### src/rtl/mic1_uart_loader.sv
// Serial boot loader for the Mic-1: 8N1 receiver plus frame parser that fills
// main memory and the microprogram store. Checksum byte via MIC1_LOADER_CHECKSUM_EN.
module mic1_uart_loader #(
    parameter int CLK_DIV = 868,
    parameter int MP_AW   = 9
) (
    input  logic             clk,
    input  logic             reset,
    input  logic             ser_rx,
    output logic             mem_we,
    output logic [31:0]      mem_addr,
    output logic [31:0]      mem_wdata,
    output logic             mp_we,
    output logic [MP_AW-1:0] mp_addr,
    output logic [35:0]      mp_wdata,
    output logic             cpu_resetn,
    output logic             busy,
    output logic             err
);

    localparam int DW = $clog2(CLK_DIV);
    localparam logic [DW-1:0] DIV_FULL = DW'(CLK_DIV - 1);
    localparam logic [DW-1:0] DIV_HALF = DW'(CLK_DIV / 2 - 1);

    typedef enum logic [1:0] {
        RX_IDLE,
        RX_START,
        RX_DATA,
        RX_STOP
    } rx_st_t;

    typedef enum logic [2:0] {
        S_IDLE,
        S_ADDR_HI,
        S_ADDR_LO,
        S_CNT_HI,
        S_CNT_LO,
        S_DATA,
        S_WRITE
`ifdef MIC1_LOADER_CHECKSUM_EN
        , S_CSUM
`endif
    } st_t;

`ifdef MIC1_LOADER_CHECKSUM_EN
    localparam st_t S_END = S_CSUM;
`else
    localparam st_t S_END = S_IDLE;
`endif

    // ---------------- UART receiver ----------------
    logic          r_rx_meta;
    logic          r_rx_sync;
    logic          r_rx_prev;
    rx_st_t        r_rx_st;
    rx_st_t        w_rx_nxt;
    logic [DW-1:0] r_div;
    logic [2:0]    r_bit;
    logic [7:0]    r_shift;
    logic          r_rx_valid;
    logic          r_ferr;
    logic          w_div_hit;
    logic          w_div_clr;
    logic          w_shift_en;
    logic          w_stop_ok;
    logic          w_stop_bad;

    always_comb begin
        w_rx_nxt   = r_rx_st;
        w_div_clr  = 1'b0;
        w_shift_en = 1'b0;
        w_stop_ok  = 1'b0;
        w_stop_bad = 1'b0;
        w_div_hit  = (r_rx_st == RX_START) ? (r_div == DIV_HALF)
                                           : (r_div == DIV_FULL);
        case (r_rx_st)
            RX_IDLE: begin
                if (r_rx_prev && !r_rx_sync) begin
                    w_rx_nxt  = RX_START;
                    w_div_clr = 1'b1;
                end
            end
            RX_START: begin
                if (w_div_hit) begin
                    w_div_clr = 1'b1;
                    w_rx_nxt  = r_rx_sync ? RX_IDLE : RX_DATA;
                end
            end
            RX_DATA: begin
                if (w_div_hit) begin
                    w_div_clr  = 1'b1;
                    w_shift_en = 1'b1;
                    if (r_bit == 3'd7) begin
                        w_rx_nxt = RX_STOP;
                    end
                end
            end
            RX_STOP: begin
                if (w_div_hit) begin
                    w_div_clr  = 1'b1;
                    w_rx_nxt   = RX_IDLE;
                    w_stop_ok  = r_rx_sync;
                    w_stop_bad = !r_rx_sync;
                end
            end
            default: w_rx_nxt = RX_IDLE;
        endcase
    end

    always_ff @(posedge clk or posedge reset) begin
        if (reset) begin
            r_rx_meta  <= 1'b1;
            r_rx_sync  <= 1'b1;
            r_rx_prev  <= 1'b1;
            r_rx_st    <= RX_IDLE;
            r_div      <= '0;
            r_bit      <= '0;
            r_shift    <= '0;
            r_rx_valid <= 1'b0;
            r_ferr     <= 1'b0;
        end else begin
            r_rx_meta  <= ser_rx;
            r_rx_sync  <= r_rx_meta;
            r_rx_prev  <= r_rx_sync;
            r_rx_st    <= w_rx_nxt;
            r_div      <= w_div_clr ? '0 : r_div + 1'b1;
            r_rx_valid <= w_stop_ok;
            r_ferr     <= w_stop_bad;
            if (r_rx_st == RX_START) begin
                r_bit <= '0;
            end else if (w_shift_en) begin
                r_bit <= r_bit + 1'b1;
            end
            if (w_shift_en) begin
                r_shift <= {r_rx_sync, r_shift[7:1]};
            end
        end
    end

    // ---------------- Frame parser ----------------
    st_t             r_st;
    st_t             w_st_nxt;
    logic            r_sel_mp;
    logic [7:0]      r_hi;
    logic [15:0]     r_cnt;
    logic [2:0]      r_byte_idx;
    logic [27:0]     r_word;
    logic [31:0]     r_mem_addr;
    logic [31:0]     r_mem_wdata;
    logic [MP_AW-1:0] r_mp_addr;
    logic [35:0]     r_mp_wdata;
    logic            r_cpu_run;
    logic            r_err;
    logic [15:0]     w_hw;
    logic            w_last_byte;
    logic            w_mem_we;
    logic            w_mp_we;
    logic            w_busy;
`ifdef MIC1_LOADER_CHECKSUM_EN
    logic [7:0]      r_sum;
    logic [7:0]      w_sum_chk;
    assign w_sum_chk = r_sum + r_shift;
`endif

    assign w_hw        = {r_hi, r_shift};
    assign w_last_byte = (r_byte_idx == (r_sel_mp ? 3'd4 : 3'd3));

    always_comb begin
        w_st_nxt = r_st;
        w_mem_we = 1'b0;
        w_mp_we  = 1'b0;
        w_busy   = (r_st != S_IDLE);
        case (r_st)
            S_IDLE: begin
                if (r_rx_valid &&
                    (r_shift == 8'hA5 || r_shift == 8'h5A)) begin
                    w_st_nxt = S_ADDR_HI;
                end
            end
            S_ADDR_HI: if (r_rx_valid) w_st_nxt = S_ADDR_LO;
            S_ADDR_LO: if (r_rx_valid) w_st_nxt = S_CNT_HI;
            S_CNT_HI:  if (r_rx_valid) w_st_nxt = S_CNT_LO;
            S_CNT_LO: begin
                if (r_rx_valid) begin
                    w_st_nxt = (w_hw == 16'd0) ? S_END : S_DATA;
                end
            end
            S_DATA: begin
                if (r_rx_valid && w_last_byte) begin
                    w_st_nxt = S_WRITE;
                end
            end
            S_WRITE: begin
                w_mem_we = !r_sel_mp;
                w_mp_we  = r_sel_mp;
                w_st_nxt = (r_cnt == 16'd1) ? S_END : S_DATA;
            end
`ifdef MIC1_LOADER_CHECKSUM_EN
            S_CSUM: if (r_rx_valid) w_st_nxt = S_IDLE;
`endif
            default: w_st_nxt = S_IDLE;
        endcase
    end

    always_ff @(posedge clk or posedge reset) begin
        if (reset) begin
            r_st <= S_IDLE;
        end else begin
            r_st <= w_st_nxt;
        end
    end

    always_ff @(posedge clk or posedge reset) begin
        if (reset) begin
            r_sel_mp    <= 1'b0;
            r_hi        <= '0;
            r_cnt       <= '0;
            r_byte_idx  <= '0;
            r_word      <= '0;
            r_mem_addr  <= '0;
            r_mem_wdata <= '0;
            r_mp_addr   <= '0;
            r_mp_wdata  <= '0;
            r_cpu_run   <= 1'b0;
            r_err       <= 1'b0;
`ifdef MIC1_LOADER_CHECKSUM_EN
            r_sum       <= '0;
`endif
        end else begin
            if (r_ferr) begin
                r_err <= 1'b1;
            end
            if (r_rx_valid) begin
`ifdef MIC1_LOADER_CHECKSUM_EN
                r_sum <= w_sum_chk;
`endif
                case (r_st)
                    S_IDLE: begin
                        if (r_shift == 8'hA5 || r_shift == 8'h5A) begin
                            r_sel_mp  <= (r_shift == 8'h5A);
                            r_cpu_run <= 1'b0;
`ifdef MIC1_LOADER_CHECKSUM_EN
                            r_sum     <= r_shift;
`endif
                        end else if (r_shift == 8'h47) begin
                            r_cpu_run <= 1'b1;
                        end else begin
                            r_err <= 1'b1;
                        end
                    end
                    S_ADDR_HI, S_CNT_HI: r_hi <= r_shift;
                    S_ADDR_LO: begin
                        if (r_sel_mp) begin
                            r_mp_addr <= MP_AW'(w_hw);
                        end else begin
                            r_mem_addr <= {16'h0000, w_hw};
                        end
                    end
                    S_CNT_LO: begin
                        r_cnt      <= w_hw;
                        r_byte_idx <= '0;
                    end
                    S_DATA: begin
                        r_word <= {r_word[19:0], r_shift};
                        if (w_last_byte) begin
                            r_byte_idx <= '0;
                            if (r_sel_mp) begin
                                r_mp_wdata <= {r_word[27:0], r_shift};
                            end else begin
                                r_mem_wdata <= {r_word[23:0], r_shift};
                            end
                        end else begin
                            r_byte_idx <= r_byte_idx + 1'b1;
                        end
                    end
`ifdef MIC1_LOADER_CHECKSUM_EN
                    S_CSUM: begin
                        if (w_sum_chk != 8'h00) begin
                            r_err <= 1'b1;
                        end
                    end
`endif
                    default: ;
                endcase
            end
            // Address advances on the edge that ends the strobe
            if (r_st == S_WRITE) begin
                r_cnt <= r_cnt - 1'b1;
                if (r_sel_mp) begin
                    r_mp_addr <= r_mp_addr + 1'b1;
                end else begin
                    r_mem_addr <= r_mem_addr + 1'b1;
                end
            end
        end
    end

    assign mem_we     = w_mem_we;
    assign mem_addr   = r_mem_addr;
    assign mem_wdata  = r_mem_wdata;
    assign mp_we      = w_mp_we;
    assign mp_addr    = r_mp_addr;
    assign mp_wdata   = r_mp_wdata;
    assign cpu_resetn = r_cpu_run;
    assign busy       = w_busy;
    assign err        = r_err;

endmodule

### config.mk
export PLATFORM = sky130hd
export DESIGN_NAME = mic1_uart_loader
export DESIGN_NICKNAME = d
export VERILOG_FILES = /design/src/rtl/mic1_uart_loader.sv
export SDC_FILE = /design/constraint.sdc
export NUM_CORES = 1
export LEC_CHECK = 0
export ABC_AREA = 1
export BUFFER_PORTS_ARGS = -buffer_cell sky130_fd_sc_hd__buf_4
export CORE_ASPECT_RATIO = 1.75
export CORE_MARGIN = 2
export CORE_UTILIZATION = 52
export DETAILED_ROUTE_END_ITERATION = 12
export GPL_TIMING_DRIVEN = 0
export PLACE_DENSITY = 0.8
export SYNTH_ARGS = -nofsm -noshare
export SYNTH_HDL_FRONTEND = slang
export SYNTH_SLANG_ARGS = --single-unit
### constraint.sdc
create_clock -name clk -period 5.6 [get_ports clk]
set_input_delay 0.28 -clock clk [delete_from_list [all_inputs] [get_ports clk]]
set_output_delay 0.28 -clock clk [all_outputs]
set_load 0.01 [all_outputs]
==> results.sh <==
export IMPL_rsz0062_at_grt="no"
export IMPL_timing_fmax_mhz=411
export IMPL_p_leak_nw=5.43
export IMPL_max_stage_delay_ps=420
export IMPL_synth_compound_area_share_pct=13.2
export IMPL_syn_nets=1149
export IMPL_sw_frac_of_total_pct=24.7
export IMPL_drt_iter0_markers=592
export IMPL_clock_path_buffers=2
export IMPL_worstSetupPathType="reg -> out"
export IMPL_finClkSkew_ps=9.75
export IMPL_routabilityCongestion=0.956
export IMPL_hp_class="reg -> reg"
export IMPL_maxSlewHeadroom_pct=38.5
export IMPL_slowest_stage="nor2_1"
export IMPL_p_switching_uw=726
export IMPL_drv_slew=0
export IMPL_crit_chain="buf_4 -> inv_1 -> nand3_1 -> nor2_1 -> buf_2 -> buf_4"
export IMPL_placementRows=64
export IMPL_period_share_pct=43.4
export IMPL_ys_async_sr_fraction_pct=100
export IMPL_register_area_um2=4960
export IMPL_power_share_clock_pct=44.7
export IMPL_track_usage_pct=26.7
export IMPL_ys_types=39
export IMPL_synth_seq_cells=198
export IMPL_firstDrtPassIters=6
export IMPL_core_um2=17500
export IMPL_grt_pass1_vias=8240
export IMPL_grt_overflow=0
export IMPL_cts_buffers=17
export IMPL_period_minus_slack_ps=2430
export IMPL_startpoint_type="flip-flop"
export IMPL_synth_edf_count=0
export IMPL_start_util_pct=52.9
export IMPL_drive_gt1_share_pct=14.0
export IMPL_crit_fanout=10
export IMPL_combPwrFrac_pct=4.5
export IMPL_portBuffers=116
export IMPL_vias_per_cell=5.49
export IMPL_worst_pin_slew_ps=916
export IMPL_critPathRequiredTime_ps=5320
export IMPL_power_density_nw_per_um2=262
export IMPL_cpMostUsedCell="buf_4"
export IMPL_finalSetupViolCount=0
export IMPL_synth_area_um2=9240
export IMPL_postCtsSetupRepairBufs=0
export IMPL_synth_top_family_by_area="simple AND/OR/NAND/NOR gates"
export IMPL_wl_per_cell_um=16.3
export IMPL_cts_resized=0
export IMPL_cts_clk_slew_worst_paths_ps=80
export IMPL_drv_cap=0
export IMPL_fillCellCount=1519
export IMPL_dpl_instance_area_um2=10500
export IMPL_end_kind="output pin"
export IMPL_dieArea_um2=18900
export IMPL_synth_simple_gate_area_share_pct=22.8
export IMPL_drt_wl_total_um=24900
export IMPL_grt_max_degree=37
export IMPL_cts_tree="yes"
export IMPL_syn_inst=1138
export IMPL_synth_xor_area_share_pct=1.90
export IMPL_synthAdderAreaFrac_pct=1.08
export IMPL_h_tree_depth=4
export IMPL_synthMuxAreaShare_pct=0.108
export IMPL_multi_input_area_um2=3610
export IMPL_antenna_found_initial=0
export IMPL_grt_pass1_wl_um=40200
export IMPL_hold_viol_final=0
export IMPL_cts_root_buffer="clkbuf_16"
export IMPL_vdd_drop_max_uv=258
export IMPL_drc_errors=0
export IMPL_ios=117
export IMPL_p_int_mw=2.21
export IMPL_cts_sinks=198
export IMPL_diodes=0
export IMPL_arrival_ps=2150
export IMPL_synth_ff_type="dfrtp_1"
export IMPL_die_h_um=180
export IMPL_outcome="complete, no violations"
export IMPL_dpl_hpwl_um=18500
export IMPL_tns_ps=0
export IMPL_yosysWarnings=0
export IMPL_syn_to_final_growth_pct=21.2
export IMPL_die_w_um=105
export IMPL_clock_latency_ps=440
export IMPL_fin_area_um2=11200
export IMPL_vias=8374
export IMPL_nets=1292
export IMPL_synth_seq_area_share_pct=53.7
export IMPL_syn_area_per_cell_um2=8.12
export IMPL_ant_nets=0
export IMPL_sequentialPowerShare_pct=50.8
-- worst paths after layout --
check / startpoint / to / slack [ps] / cells after the start
max: r_st[0] / mp_we / 3170 / 6
min: r_rx_meta / r_rx_sync / 360 / 0
min reg2reg: r_rx_meta / r_rx_sync / 360 / 0
max in group asynchronous: reset / r_rx_sync / 3820 / 7
min in group asynchronous: reset / mem_addr[8] / 450 / 3
max reg2reg: mem_addr[0] / mem_addr[20] / 3480 / 8
-- synth_stat cells (2+ instances only) --
| library cell | n | area share [%] |
|---|---|---|
| buf_4 | 2 | 0.16 |
| ha_1 | 8 | 1.1 |
| nor3_1 | 25 | 1.4 |
| nand2_2 | 2 | 0.14 |
| a21oi_1 | 33 | 1.8 |
| nor2_1 | 102 | 4.1 |
| a22oi_1 | 2 | 0.16 |
| xor2_1 | 14 | 1.3 |
| xnor2_1 | 6 | 0.57 |
| o221ai_1 | 2 | 0.19 |
| nor3_2 | 2 | 0.22 |
| dfrtp_1 | 195 | 53 |
| nand3b_1 | 3 | 0.24 |
| buf_2 | 10 | 0.54 |
| nand3_1 | 54 | 2.9 |
| o22ai_1 | 5 | 0.34 |
| o211ai_1 | 4 | 0.32 |
| clkbuf_1 | 29 | 1.2 |
| o31ai_1 | 3 | 0.24 |
| nand2_1 | 288 | 12 |
| o21ai_0 | 177 | 9.6 |
| o21ai_1 | 3 | 0.16 |
| dfstp_2 | 3 | 0.85 |
| inv_1 | 129 | 5.2 |
| nand4_1 | 22 | 1.5 |
| nor2_2 | 2 | 0.14 |
-- stage by stage --
stage	power [mW]	cells	setup slack, ps	util, %	hold WS [ps]
floorplan	1.61	1138	2760	-	284
global placement	1.64	1485	1630	59.6	347
detailed placement	1.65	1491	3530	60.4	347
CTS	2.95	1525	3200	64.2	358
global route	3.04	1525	3040	64.2	366
finish	2.93	1525	3170	64.2	357
-- worst max-delay path, delay by kind of cell, from the launching register on --
| kind | cells | cell delay, ps |
|---|---|---|
| simple gates | 2 | 620 |
| flops | 1 | 360 |
| buf+inv | 4 | 710 |
-- area by class of cell --
cell class,instances,share of cell area [%]
flip-flops and latches,198,44.3
inverters,131,4.42
well taps,231,2.58
multi-input cells,767,32.2
clock inverters,14,1.79
plain buffers,42,1.65
clock buffers,18,3.92
repair buffers,124,9.16
-- power groups by stage --
stage	clock, mW	combinational, mW	sequential [mW]
after floorplan	0	0.0986	1.51
after global placement	0	0.117	1.52
after detailed placement	0	0.135	1.52
after CTS	1.32	0.136	1.49
after global routing	1.39	0.157	1.50
final	1.31	0.132	1.49
-- state kept, by name (all words and copies together) (netlist names), 3 cells and up, named ones only --
| register | cells |
|---|---|
| mp_wdata | 36 |
| mem_addr | 32 |
| mem_wdata | 32 |
| r_word | 28 |
| r_cnt | 16 |
| r_div | 10 |
| mp_addr | 9 |
| r_hi | 8 |
| r_shift | 8 |
| r_bit | 3 |
| r_byte_idx | 3 |
| r_st | 3 |
-- cell families (layout without fill, tap and decap cells) --
logic type                 after synthesis  after routing
AOI/OAI and AO/OA                      233            233
adders and majority gates                8              8
buffers and inverters                  173            329
xor gates and xnor gates                20             20
DFF                                    198            198
muxes                                    1              1
and+or+nand+nor                        505            505
-- what timing repair did --
item / in CTS / in global routing
endpoints found under the setup margin: 0 / 0
hold buffers: 2 / 0
hold endpoints to repair: 21 / 0
-- layout by cell type (no fill, tap or decap), drive strengths merged --
| cell type | n |
|---|---|
| xnor2 | 6 |
| clkinv | 6 |
| xor2 | 14 |
| o21ai | 180 |
| inv | 136 |
| o22ai | 5 |
| nand2 | 290 |
| or2 | 2 |
| a21oi | 33 |
| clkinvlp | 1 |
| mux2i | 1 |
| a211oi | 1 |
| ha | 8 |
| dfrtp | 195 |
| bufinv | 2 |
| o311ai | 1 |
| o32ai | 1 |
| a221oi | 1 |
| and2 | 1 |
| nor3 | 27 |
| dlygate4sd3 | 2 |
| clkbuf | 47 |
| o221ai | 2 |
| nand3b | 3 |
| a22oi | 2 |
| o31ai | 3 |
| nand4 | 22 |
| nor2 | 105 |
| dfstp | 3 |
| nand3 | 55 |
| buf | 135 |
| o211ai | 4 |
-- layer usage --
| metal | track usage [%] | part of all wire [%] | up-vias |
|---|---|---|---|
| li1 | - | - | 3974 |
| met1 | 28.3 | 36 | 4010 |
| met2 | 49.3 | 55 | 311 |
| met3 | 3.94 | 4.2 | 79 |
| met4 | 15.4 | 4.8 | 0 |
| met5 | 0 | 0 | - |
(Power assumes the default switching activity.)
